## config.mk

```make
export PLATFORM = sky130hd
export DESIGN_NAME = cs_y_collector
export DESIGN_NICKNAME = d
export VERILOG_FILES = /design/src/rtl/cs_pkg.sv /design/src/rtl/cs_y_fifo.sv /design/src/rtl/cs_y_collector.sv
export SDC_FILE = /design/constraint.sdc
export NUM_CORES = 1
export LEC_CHECK = 0
export BUFFER_PORTS_ARGS = -buffer_cell sky130_fd_sc_hd__buf_2
export CAP_MARGIN = 30
export CORE_MARGIN = 5
export CORE_UTILIZATION = 61
export DETAILED_ROUTE_END_ITERATION = 12
export GPL_TIMING_DRIVEN = 0
export HOLD_SLACK_MARGIN = 0.02
export PLACE_DENSITY = 0.79
export SLEW_MARGIN = 20
export SYNTH_ARGS = -nofsm -noshare
export SYNTH_HDL_FRONTEND = slang
export SYNTH_SLANG_ARGS = --single-unit
```

## constraint.sdc

```tcl
create_clock -name clk -period 3.3 [get_ports clk]
set_clock_uncertainty 0.1 [all_clocks]
set_input_delay 0.165 -clock clk [delete_from_list [all_inputs] [get_ports clk]]
set_output_delay 0.165 -clock clk [all_outputs]
set_load 0.05 [all_outputs]
```

## src/rtl/cs_pkg.sv

```systemverilog
// ---------------------------------------------------------------------------
// cs_pkg
// Shared constants and types for the computational-system (CS) filter.
//   X_W       : input sample width
//   Y_W       : filter result (Y) width
//   WIN       : filter window length in samples
//   OVF_CNT_W : width of the dropped-sample counter
//   SKIP_DEF  : results discarded after reset while the window fills
// ---------------------------------------------------------------------------
package cs_pkg;

    localparam int X_W       = 8;
    localparam int Y_W       = 10;
    localparam int WIN       = 9;
    localparam int OVF_CNT_W = 16;

    // The first WIN-1 results are computed from a partly filled window.
    localparam int SKIP_DEF  = WIN - 1;

    typedef logic [Y_W-1:0] y_t;

endpackage

```

## src/rtl/cs_y_fifo.sv

```systemverilog
// ---------------------------------------------------------------------------
// cs_y_fifo
// Synchronous FIFO holding accepted Y results until the sink takes them.
// The caller is responsible for never pushing into a full FIFO unless it
// pops in the same cycle, and for never popping an empty FIFO.
// Ports:
//   clk      : clock, all logic on posedge
//   reset    : synchronous, active-high; clears pointers and level
//   i_push   : write i_data at the write pointer this cycle
//   i_pop    : retire the head entry this cycle
//   i_data   : entry to write
//   o_data   : head entry (mem[rd_ptr]); meaningless when o_empty
//   o_level  : current occupancy, 0..DEPTH
//   o_full   : o_level == DEPTH
//   o_empty  : o_level == 0
// Memory contents are not reset; only the bookkeeping is.
// ---------------------------------------------------------------------------
module cs_y_fifo #(
    parameter int DEPTH = 16,
    parameter int W     = 10
) (
    input  logic                     clk,
    input  logic                     reset,
    input  logic                     i_push,
    input  logic                     i_pop,
    input  logic [W-1:0]             i_data,
    output logic [W-1:0]             o_data,
    output logic [$clog2(DEPTH):0]   o_level,
    output logic                     o_full,
    output logic                     o_empty
);

    localparam int PW = $clog2(DEPTH);
    localparam int LW = PW + 1;

    logic [W-1:0]  r_mem [DEPTH];
    logic [PW-1:0] r_wr_ptr;
    logic [PW-1:0] r_rd_ptr;
    logic [LW-1:0] r_level;

    // DEPTH is a power of two, so the pointers wrap naturally.
    always_ff @(posedge clk) begin
        if (i_push) begin
            r_mem[r_wr_ptr] <= i_data;
        end
    end

    always_ff @(posedge clk) begin
        if (reset) begin
            r_wr_ptr <= '0;
            r_rd_ptr <= '0;
            r_level  <= '0;
        end else begin
            if (i_push) begin
                r_wr_ptr <= r_wr_ptr + 1'b1;
            end
            if (i_pop) begin
                r_rd_ptr <= r_rd_ptr + 1'b1;
            end
            // Simultaneous push and pop leave the level unchanged.
            if (i_push && !i_pop) begin
                r_level <= r_level + 1'b1;
            end else if (i_pop && !i_push) begin
                r_level <= r_level - 1'b1;
            end
        end
    end

    assign o_data  = r_mem[r_rd_ptr];
    assign o_level = r_level;
    assign o_full  = (r_level == LW'(DEPTH));
    assign o_empty = (r_level == '0);

endmodule

```

## src/rtl/cs_y_collector.sv

```systemverilog
// ---------------------------------------------------------------------------
// cs_y_collector
// Downstream stage of the CS filter. Discards the first SKIP results after
// reset (window warm-up), buffers the rest in a FIFO, drains them over a
// valid/ready handshake and flags samples dropped because the FIFO was full.
//
// Optional feature macro: CS_OVF_CNT_EN
//   defined   : ovf_cnt port and 16-bit saturating dropped-sample counter
//   undefined : port and counter absent; the sticky ovf flag remains
//
// Ports:
//   clk        : clock, all logic on posedge
//   reset      : synchronous, active-high
//   y_in       : CS result, sampled at posedge when y_en is high
//   y_en       : one strobe per new upstream sample
//   out_data   : FIFO head entry
//   out_valid  : FIFO non-empty
//   out_ready  : sink accepts out_data this cycle
//   level      : current FIFO occupancy
//   ovf        : sticky, at least one sample dropped since reset
//   ovf_cnt    : dropped-sample count, saturating (CS_OVF_CNT_EN only)
//
// Handshake: a transfer happens on a posedge where out_valid and out_ready
// are both high. out_valid never depends on out_ready, and out_data stays
// stable while out_valid is high and out_ready is low. A pushed entry is
// visible on out_data the cycle after the push (no same-cycle bypass).
// ---------------------------------------------------------------------------
module cs_y_collector
    import cs_pkg::*;
#(
    parameter int DEPTH = 16,
    parameter int SKIP  = SKIP_DEF
) (
    input  logic                     clk,
    input  logic                     reset,
    input  logic [Y_W-1:0]           y_in,
    input  logic                     y_en,
    output logic [Y_W-1:0]           out_data,
    output logic                     out_valid,
    input  logic                     out_ready,
    output logic [$clog2(DEPTH):0]   level,
    output logic                     ovf
`ifdef CS_OVF_CNT_EN
    ,
    output logic [OVF_CNT_W-1:0]     ovf_cnt
`endif
);

    // Wide enough to hold SKIP itself, including SKIP == 0.
    localparam int SKW = $clog2(SKIP + 2);

    logic [SKW-1:0] r_skip_cnt;
    logic           r_ovf;

    logic           w_warm;
    logic           w_push_req;
    logic           w_pop;
    logic           w_push;
    logic           w_drop;
    logic           w_full;
    logic           w_empty;

    assign w_warm     = (r_skip_cnt == SKW'(SKIP));
    assign w_push_req = y_en & w_warm;
    assign w_pop      = out_valid & out_ready;
    // A full FIFO still accepts a sample if the head leaves in the same cycle.
    assign w_push     = w_push_req & (~w_full | w_pop);
    assign w_drop     = w_push_req & w_full & ~w_pop;

    // Warm-up counter: counts strobes up to SKIP, then holds.
    always_ff @(posedge clk) begin
        if (reset) begin
            r_skip_cnt <= '0;
        end else if (y_en && !w_warm) begin
            r_skip_cnt <= r_skip_cnt + 1'b1;
        end
    end

    always_ff @(posedge clk) begin
        if (reset) begin
            r_ovf <= 1'b0;
        end else if (w_drop) begin
            r_ovf <= 1'b1;
        end
    end

`ifdef CS_OVF_CNT_EN
    logic [OVF_CNT_W-1:0] r_ovf_cnt;

    always_ff @(posedge clk) begin
        if (reset) begin
            r_ovf_cnt <= '0;
        end else if (w_drop && (r_ovf_cnt != '1)) begin
            r_ovf_cnt <= r_ovf_cnt + 1'b1;
        end
    end

    assign ovf_cnt = r_ovf_cnt;
`endif

    cs_y_fifo #(
        .DEPTH (DEPTH),
        .W     (Y_W)
    ) u_fifo (
        .clk     (clk),
        .reset   (reset),
        .i_push  (w_push),
        .i_pop   (w_pop),
        .i_data  (y_in),
        .o_data  (out_data),
        .o_level (level),
        .o_full  (w_full),
        .o_empty (w_empty)
    );

    assign out_valid = ~w_empty;
    assign ovf       = r_ovf;

endmodule

```

; Yosys cells after proc, flatten, opt, wreduce, memory -nomap -nowiden
; Memories as Yosys holds them, arrays and structs flattened. A register that Yosys moved wholly into a read port is not among the register bits.
; Cells that the tools add are included.
[totals]
register_bits = 18
mem_bits_rw = 160
out_inout_bits = 17
elab_cells = 36
memories = 1
[mem_list]
columns = name, depth, word_bits, rd, rd_ports_with_merged_regs, write_ports, line
row1 = u_fifo.r_mem, 16, 10, 1, 1, 1, cs_y_fifo.sv:36  ; logic [W-1:0] r_mem [DEPTH];
[classes]
add_sub_neg = 5
n_eq_ne = 2
mux = 6
bitwise_logic = 9
reduce_logical = 8
[ops]
columns = op, count
row1 = adder 4 x 1 -> 4 bit (second input constant), 3
row2 = two-way mux 5 bit, 2
row3 = two-way mux 4 bit, 2
row4 = adder 5 x 1 -> 5 bit (second input constant), 1
row5 = bitwise AND 1 bit, 5
row6 = equality test 5 bit (second input constant), 1
row7 = logical NOT 5 bit, 1
row8 = subtractor 5 x 1 -> 5 bit (second input constant), 1
row9 = equality test 4 bit (second input constant), 1
row10 = logical AND 1 bit, 3
row11 = logical NOT 1 bit, 3
row12 = inverter 1 bit, 3
row13 = two-way mux 1 bit, 2
row14 = nonzero test 2 bit, 1
row15 = OR 1 bit, 1

; Logic depth before layout (Yosys ltp)
; Gate-level depths: netlist of run 1.
[depth]
ltp_word = 9
mapped_depth = 11

; By module
; A second synthesis of run 1 with hierarchy kept.
[unflattened]
cells_unflattened = 384
hier_area_um2 = 7274.5
[modules_own_cells]
columns = mod, n_inst, cells_per_inst, area_per_inst_um2, seq_area_each_um2
row1 = cs_y_fifo, 1, 354, 6994.2, 5144.9
row2 = cs_y_collector, 1, 30, 280.3, 100.1

; Worst setup path before layout of run 1
; No wires, ideal clock.
[synth_timing]
kind = reg2reg
start = register u_fifo.r_level[0] (netlist: u_fifo.o_level[0])
end = register u_fifo.r_level[4] (netlist: u_fifo.o_level[4])
setup_time_ns = 0.121
t_arrival_ns = 2.703
path_slack_ns = 0.376
path_stages_with_launch = 10
path_buffers = 0
period_less_slack_ns = 2.924
path_cell_list = dfxtp_1 or4_4 o21ai_2 ha_1 inv_1 ha_1 a21oi_1 a211oi_1 a31oi_1 mux2_2
[synth_between]
elab_chain_len = 8
elab_cells_between_ends = 16
[synth_rtl]
columns = item, line
row1 = from (decl), cs_y_fifo.sv:39  ; logic [LW-1:0] r_level;
row2 = from (signal assigned), cs_y_fifo.sv:62  ; r_level <= r_level + 1'b1;
row3 = from (signal assigned), cs_y_fifo.sv:64  ; r_level <= r_level - 1'b1;
row4 = logical NOT 5 bit, cs_y_fifo.sv:72  ; assign o_empty = (r_level == '0);
row5 = inverter 1 bit, cs_y_collector.sv:116  ; assign out_valid = ~w_empty;
row6 = bitwise AND 1 bit, cs_y_collector.sv:65  ; assign w_pop = out_valid & out_ready;
row7 = OR 1 bit, cs_y_collector.sv:67  ; assign w_push = w_push_req & (~w_full | w_pop);
row8 = bitwise AND 1 bit, cs_y_collector.sv:67
row9 = logical NOT 1 bit, cs_y_fifo.sv:63  ; end else if (i_pop && !i_push) begin
row10 = logical AND 1 bit, cs_y_fifo.sv:63
row11 = nonzero test 2 bit (no line), -
; Parallel ways exist; a longest one is shown, timed or not. The select of a mux whose other input is x is not followed.
; A chain may end at the register's enable or synchronous reset.

; Final worst setup path of run 1
[layout_timing]
start = register r_skip_cnt[0]
end = register u_fifo.r_level[4] (netlist: u_fifo.o_level[4])
[layout_between]
elab_chain_len = 6
elab_cells_between_ends = 8
[layout_rtl]
columns = item, line
row1 = from (decl), cs_y_collector.sv:52  ; logic [SKW-1:0] r_skip_cnt;
row2 = from (signal assigned), cs_y_collector.sv:75  ; r_skip_cnt <= r_skip_cnt + 1'b1;
row3 = equality test 4 bit *, cs_y_collector.sv:63  ; assign w_warm = (r_skip_cnt == SKW'(SKIP));
row4 = bitwise AND 1 bit *, cs_y_collector.sv:64  ; assign w_push_req = y_en & w_warm;
row5 = bitwise AND 1 bit *, cs_y_collector.sv:67
row6 = via u_fifo.i_push, cs_y_fifo.sv:24  ; input logic i_push,
row7 = logical NOT 1 bit, cs_y_fifo.sv:63
row8 = logical AND 1 bit, cs_y_fifo.sv:63
row9 = nonzero test 2 bit (no line), -
; Mark *: on every way through the listed nets, which the timed path passes. The rest lies on a longest branch.

==> qor.yml, run 1 <==
cp.required_ps: 3510
clock-sinks: 182
crit_family: "compound AO/OA/AOI/OAI gates"
portBuffers: 30
tritoncts: "built"
drt-initial-drc-count: 421
hold_class: "input port to flop"
overflow: 0
post_cts_resized: 0
status: "completed"
post_cts_buffers: 0
antenna_cells: 0
dp_hpwl_um: 8840
drtPass1Iterations: 5
crit_slowest_cell: "a21boi_2"
irDropWorstVdd_v: 0.000479
grt_usage_pct: 21.7
relSlewSlack_pct: 30.7
worst-path-buf-inv: 2
synth-seq-cells: 182
drcViolationCount: 0
initial_core_util_pct: 62.3
area_delta_synth_final_pct: 14.1
synth_area_sq_um: 7140
cts_root_buffer: "clkbuf_16"
yosysWarnings: 0
final_cell_mix: "160 x edfxtp_1, 40 x mux4_2, 34 x buf_2, 34 x nor2_1, 22 x dfxtp_1"
globalplace.congestion: 0.779
seq_area_sq_um: 5250
drv_cap: 0
synth-seq-area-share_pct: 73.4
avgSynthCellArea_sq_um: 18.8
vias: 3753
clk_pin_slew_worst_paths_ps: 70
grt_pass1_vias: 3718
hold_viol_final: 0
startpoint_type: "flop"
antenna_found_initial: 0
grt_pass1_wl_um: 22100
cp_max_fo: 7
finalSetupTns_ps: 0
post_drt_wl_per_cell_um: 24.3
cellLeakagePower_nw: 2.72
die_w_um: 118
multi_input_area_sq_um: 1830
dieArea_sq_um: 14000
drt_wl_total_um: 14400
total_power_mw: 5.64
core_sq_um: 11500
nets: 463
clk_latency_ps: 420
critical_path_class: "flop to flop"
final_common_cell: "edfxtp_1"
drive_above_1_share_pct: 25.6
htreeDepth: 4
drv_slew: 0
fmax_ghz: 0.330
fill_cells: 678
crit_cells: 11
slowest_delay_ps: 410
clock_path_buffers: 2
rsz0062_at_grt: "false"
cts_buffers: 17
viasPerCell: 6.33
rr_worst_depth: 11
synth.distinct_cells: 37
end_kind: "flop"
crit_path_cell_trace: "inv_1 > ha_1 > and4b_2 > a21boi_2 > ha_1 > inv_1 > ha_1 > a21oi_1 > a211oi_1 > a31oi_1 > mux2_2"
synthCells: 380
power_density_nw_per_um2: 692
worst_pin_slew_ps: 1040
grt_max_degree: 17
period_share_pct: 91.8
fin_crit_ps: 3030
setup_viol: 0
die_y_um: 118
syn-num-nets: 406
antenna_left: 0
row_count: 39
ioPinCount: 31
whs_path_depth: 1
crit_arrival_ps: 3240
path_common_cell: "ha_1"
==> synthesized netlist by cell type <==
cell	instances	area (sq um)
edfxtp_1	160	4800
mux4_2	40	901
nor2_1	34	128
dfxtp_1	22	440
a22oi_1	20	150
nand2_1	18	67.6
ha_1	11	138
clkbuf_1	10	37.5
xor2_1	7	61.3
inv_1	6	22.5
nor3_1	5	25.0
buf_2	4	20.0
mux2i_1	4	40.0
nor2b_1	4	25.0
a21oi_1	3	15.0
buf_1	3	11.3
xnor2_1	3	26.3
a31oi_1	2	12.5
mux2_2	2	22.5
nand2b_1	2	12.5
nand4_1	2	12.5
nor4_1	2	12.5
o211ai_1	2	15.0
a211oi_1	1	7.51
a21boi_2	1	11.3
a21o_1	1	7.51
and2_1	1	6.26
and3_1	1	6.26
and4b_2	1	11.3
fa_1	1	20.0
nand3_1	1	5.00
nor4bb_1	1	10.0
o21ai_0	1	5.00
o21ai_2	1	8.76
o311ai_4	1	26.3
or3_1	1	6.26
or4_4	1	11.3
==> sequential cells by signal, summed over array words and instances (netlist names), named ones only <==
signal,flops
u_fifo.r_mem,160
u_fifo.o_level,5
r_skip_cnt,4
u_fifo.r_rd_ptr,4
u_fifo.r_wr_ptr,4
ovf,1
==> cells by family (layout without fill, tap and decap cells) <==
| logic type | Yosys count | count (layout) | share of synthesized area [%] |
|---|---|---|---|
| xor gates and xnor gates | 10 | 10 | 1.23 |
| buffers and inverters | 23 | 93 | 1.28 |
| and+or+nand+nor | 74 | 74 | 4.75 |
| AOI/OAI and AO/OA | 33 | 33 | 3.63 |
| adders and majority gates | 12 | 12 | 2.21 |
| DFF | 182 | 182 | 73.4 |
| muxes | 46 | 46 | 13.5 |
==> per-stage QoR <==
step | cell area, sq um | util, % | setup slack, ps | hold slack, ps | cells
6_report | 8150 | 71.1 | 270 | 53.4 | 593
5_1_grt | 8150 | 71.1 | 71.0 | 44.5 | 593
4_1_cts | 8110 | 70.7 | 289 | 32.4 | 587
3_5_place_dp | 7490 | 65.3 | 299 | 357 | 553
3_3_place_gp | 7470 | 65.2 | 223 | 354 | 553
2_1_floorplan | 7140 | - | 376 | 164 | 380
==> timing repair <==
action	4_1_cts	5_1_grt
hold buffers	2	0
setup endpoints to repair	0	0
hold endpoints to repair	2	0
==> worst reg2reg max path: stages, from the launching register on <==
cell and delay, ps:
dfxtp_1 330, inv_1 90, ha_1 170, and4b_2 290, a21boi_2 410, ha_1 240, inv_1 110, ha_1 330
a21oi_1 210, a211oi_1 100, a31oi_1 200, mux2_2 360
==> layout make-up <==
cell class                      instances  share of cell area (%)
Buffer                                 17                   0.844
Sequential cell                       182                    64.4
Clock inverter                         14                    2.01
Tap cell                              143                    2.20
Inverter                                6                   0.276
Clock buffer                           18                    5.27
Multi-Input combinational cell        175                    22.4
Timing Repair Buffer                   38                    2.64
==> where the power goes <==
group / total (mW) / internal, mW / switching (mW)
registers: 2.57 / 2.53 / 0.0404
logic: 1.03 / 0.397 / 0.637
clock network: 2.03 / 1.24 / 0.785
total: 5.64 / 4.18 / 1.46
==> per-layer routing <==
layer / share of wire [%] / GRT usage (%)
met2: 50 / 34.4
met1: 42 / 29.9
met5: 0 / 0
met3: 6.0 / 4.73
met4: 2.4 / 8.46
==> worst paths after layout <==
path	end	slack, ps	startpoint
worst min register to register	ovf	380	ovf
worst min-delay path	u_fifo.r_mem[5][7]	50	y_in[7]
worst max-delay path	u_fifo.o_level[4]	270	r_skip_cnt[0]
worst max register to register	u_fifo.o_level[4]	270	r_skip_cnt[0]
(Power assumes the default switching activity.)
==> inputs of run 2 (changes only) <==
--- a/config.mk
+++ b/config.mk
@@ -8,11 +8,11 @@
 export BUFFER_PORTS_ARGS = -buffer_cell sky130_fd_sc_hd__buf_2
 export CAP_MARGIN = 30
 export CORE_MARGIN = 5
-export CORE_UTILIZATION = 61
+export CORE_UTILIZATION = 65
 export DETAILED_ROUTE_END_ITERATION = 12
 export GPL_TIMING_DRIVEN = 0
 export HOLD_SLACK_MARGIN = 0.02
-export PLACE_DENSITY = 0.79
+export PLACE_DENSITY = 0.83
 export SLEW_MARGIN = 20
 export SYNTH_ARGS = -nofsm -noshare
 export SYNTH_HDL_FRONTEND = slang
==> constraint.sdc (replaced) <==
create_clock -name clk -period 3.77 [get_ports clk]
set_clock_uncertainty 0.1 [all_clocks]
set_input_delay 0.1885 -clock clk [delete_from_list [all_inputs] [get_ports clk]]
set_output_delay 0.1885 -clock clk [all_outputs]
set_load 0.05 [all_outputs]
==> qor.yml, run 2 (synthesis gave the netlist of run 1 again) <==
viasPerCell: 6.35
htreeDepth: 4
dp_hpwl_um: 8960
grt_usage_pct: 24.7
total_power_mw: 4.88
clk_latency_ps: 530
fmax_ghz: 0.329
core_sq_um: 10800
antenna_cells: 0
period_share_pct: 80.6
hold_class: "flop to flop"
antenna_left: 0
vias: 3842
crit_arrival_ps: 2750
power_density_nw_per_um2: 589
tritoncts: "built"
drv_cap: 0
reg2reg_to: "u_fifo.o_level[4]"
irDropWorstVdd_v: 0.000395
fin_crit_ps: 3040
worst_pin_slew_ps: 984
drt-initial-drc-count: 397
dp_slack_ps: 747
largest_reg_flops: 160
dieArea_sq_um: 13200
whs_path_depth: 2
finalSetupTns_ps: 0
die_y_um: 115
grt_pass1_vias: 3892
grt_pass1_wl_um: 22800
nets: 478
clock_path_buffers: 2
initial_core_util_pct: 66.2
drcViolationCount: 0
reg2reg_from: "r_skip_cnt[0]"
cts_buffers: 17
clock-sinks: 182
final_cell_mix: "160 x edfxtp_1, 40 x mux4_2, 34 x buf_2, 34 x nor2_1, 22 x dfxtp_1"
path_common_cell: "buf_2"
drive_above_1_share_pct: 27.3
post_cts_buffers: 0
drv_slew: 0
slowest_delay_ps: 600
drtPass1Iterations: 5
cellLeakagePower_nw: 2.80
crit_path_cell_trace: "clkbuf_1 > buf_2 > mux4_2 > a22oi_1 > nand2_1 > buf_2"
rsz0062_at_grt: "false"
relSlewSlack_pct: 34.2
die_w_um: 115
setup_slack_ps: 730
finish.utilization_pct: 76.8
globalplace.congestion: 0.773
antenna_found_initial: 0
area_delta_synth_final_pct: 16.0
cp.required_ps: 3480
startpoint_type: "flop"
min_from: "ovf"
cts_root_buffer: "clkbuf_8"
rr_worst_depth: 11
crit_slowest_cell: "mux4_2"
row_count: 38
portBuffers: 30
post_drt_wl_per_cell_um: 24.5
r2r_slack_ps: 770
largest-register: "u_fifo.r_mem"
drt_wl_total_um: 14900
critical_path_class: "flop to primary output"
end_kind: "primary output"
overflow: 0
status: "completed"
ioPinCount: 31
holdPathEnd: "ovf"
clk_pin_slew_worst_paths_ps: 70
final_common_cell: "edfxtp_1"
cp_max_fo: 10
cts_hold_buf: 13
grt_max_degree: 17
setup_viol: 0
post_cts_resized: 0
hold_viol_final: 0
run 2: layout make-up:
type                       instances  area, sq um
buffer                            17         68.8
clock buffer                      22          517
clock inverter                    10         76.3
fill                             547         2510
inverter                           6         22.5
multi-input combinational        175         1830
sequential                       182         5250
tap                              140          175
timing repair buffer              53          355
run 2: power breakdown:
part / switching (mW) / internal (mW)
Combinational: 0.566 / 0.356
Clock: 0.732 / 0.975
Sequential: 0.0356 / 2.22
run 2: per-stage QoR:
| step | area [sq um] | instances | hold slack, ps |
|---|---|---|---|
| 3_5_place_dp | 7510 | 553 | 355 |
| 3_3_place_gp | 7470 | 550 | 350 |
| 2_1_floorplan | 7140 | 380 | 187 |
| 4_1_cts | 8230 | 598 | 372 |
| 5_1_grt | 8290 | 605 | 428 |
| 6_report | 8290 | 605 | 369 |
run 2: worst max-delay path by stage:
| stage | startpoint | endpoint | slack, ps | cells after the start |
|---|---|---|---|---|
| after detailed placement | u_fifo.o_level[0] | u_fifo.o_level[4] | 750 | 9 |
| after global routing | r_skip_cnt[0] | u_fifo.o_level[4] | 520 | 11 |
| final | flop | out_data[1] | 730 | 6 |
| after floorplan | u_fifo.o_level[0] | u_fifo.o_level[4] | 850 | 9 |
| after global placement | r_skip_cnt[0] | u_fifo.r_mem[1][7] | 640 | 6 |
| after CTS | flop | out_data[1] | 670 | 6 |
run 2: per-layer routing:
metal / vias to the layer above / share of wire (%) / GRT usage, %
met5: - / 0 / 0
met4: 0 / 1.7 / 8.29
met3: 20 / 7.8 / 5.11
met2: 207 / 53 / 41.4
met1: 1948 / 37 / 32.9
li1: 1667 / - / -
run 2: critical path: cells and delay by family, from the launching register on:
family | cells | cell delay (ps)
flip-flops | 1 | 320
buffers and inverters | 3 | 820
AO/OA/AOI/OAI | 1 | 360
AND/OR/NAND/NOR | 1 | 110
multiplexers | 1 | 600
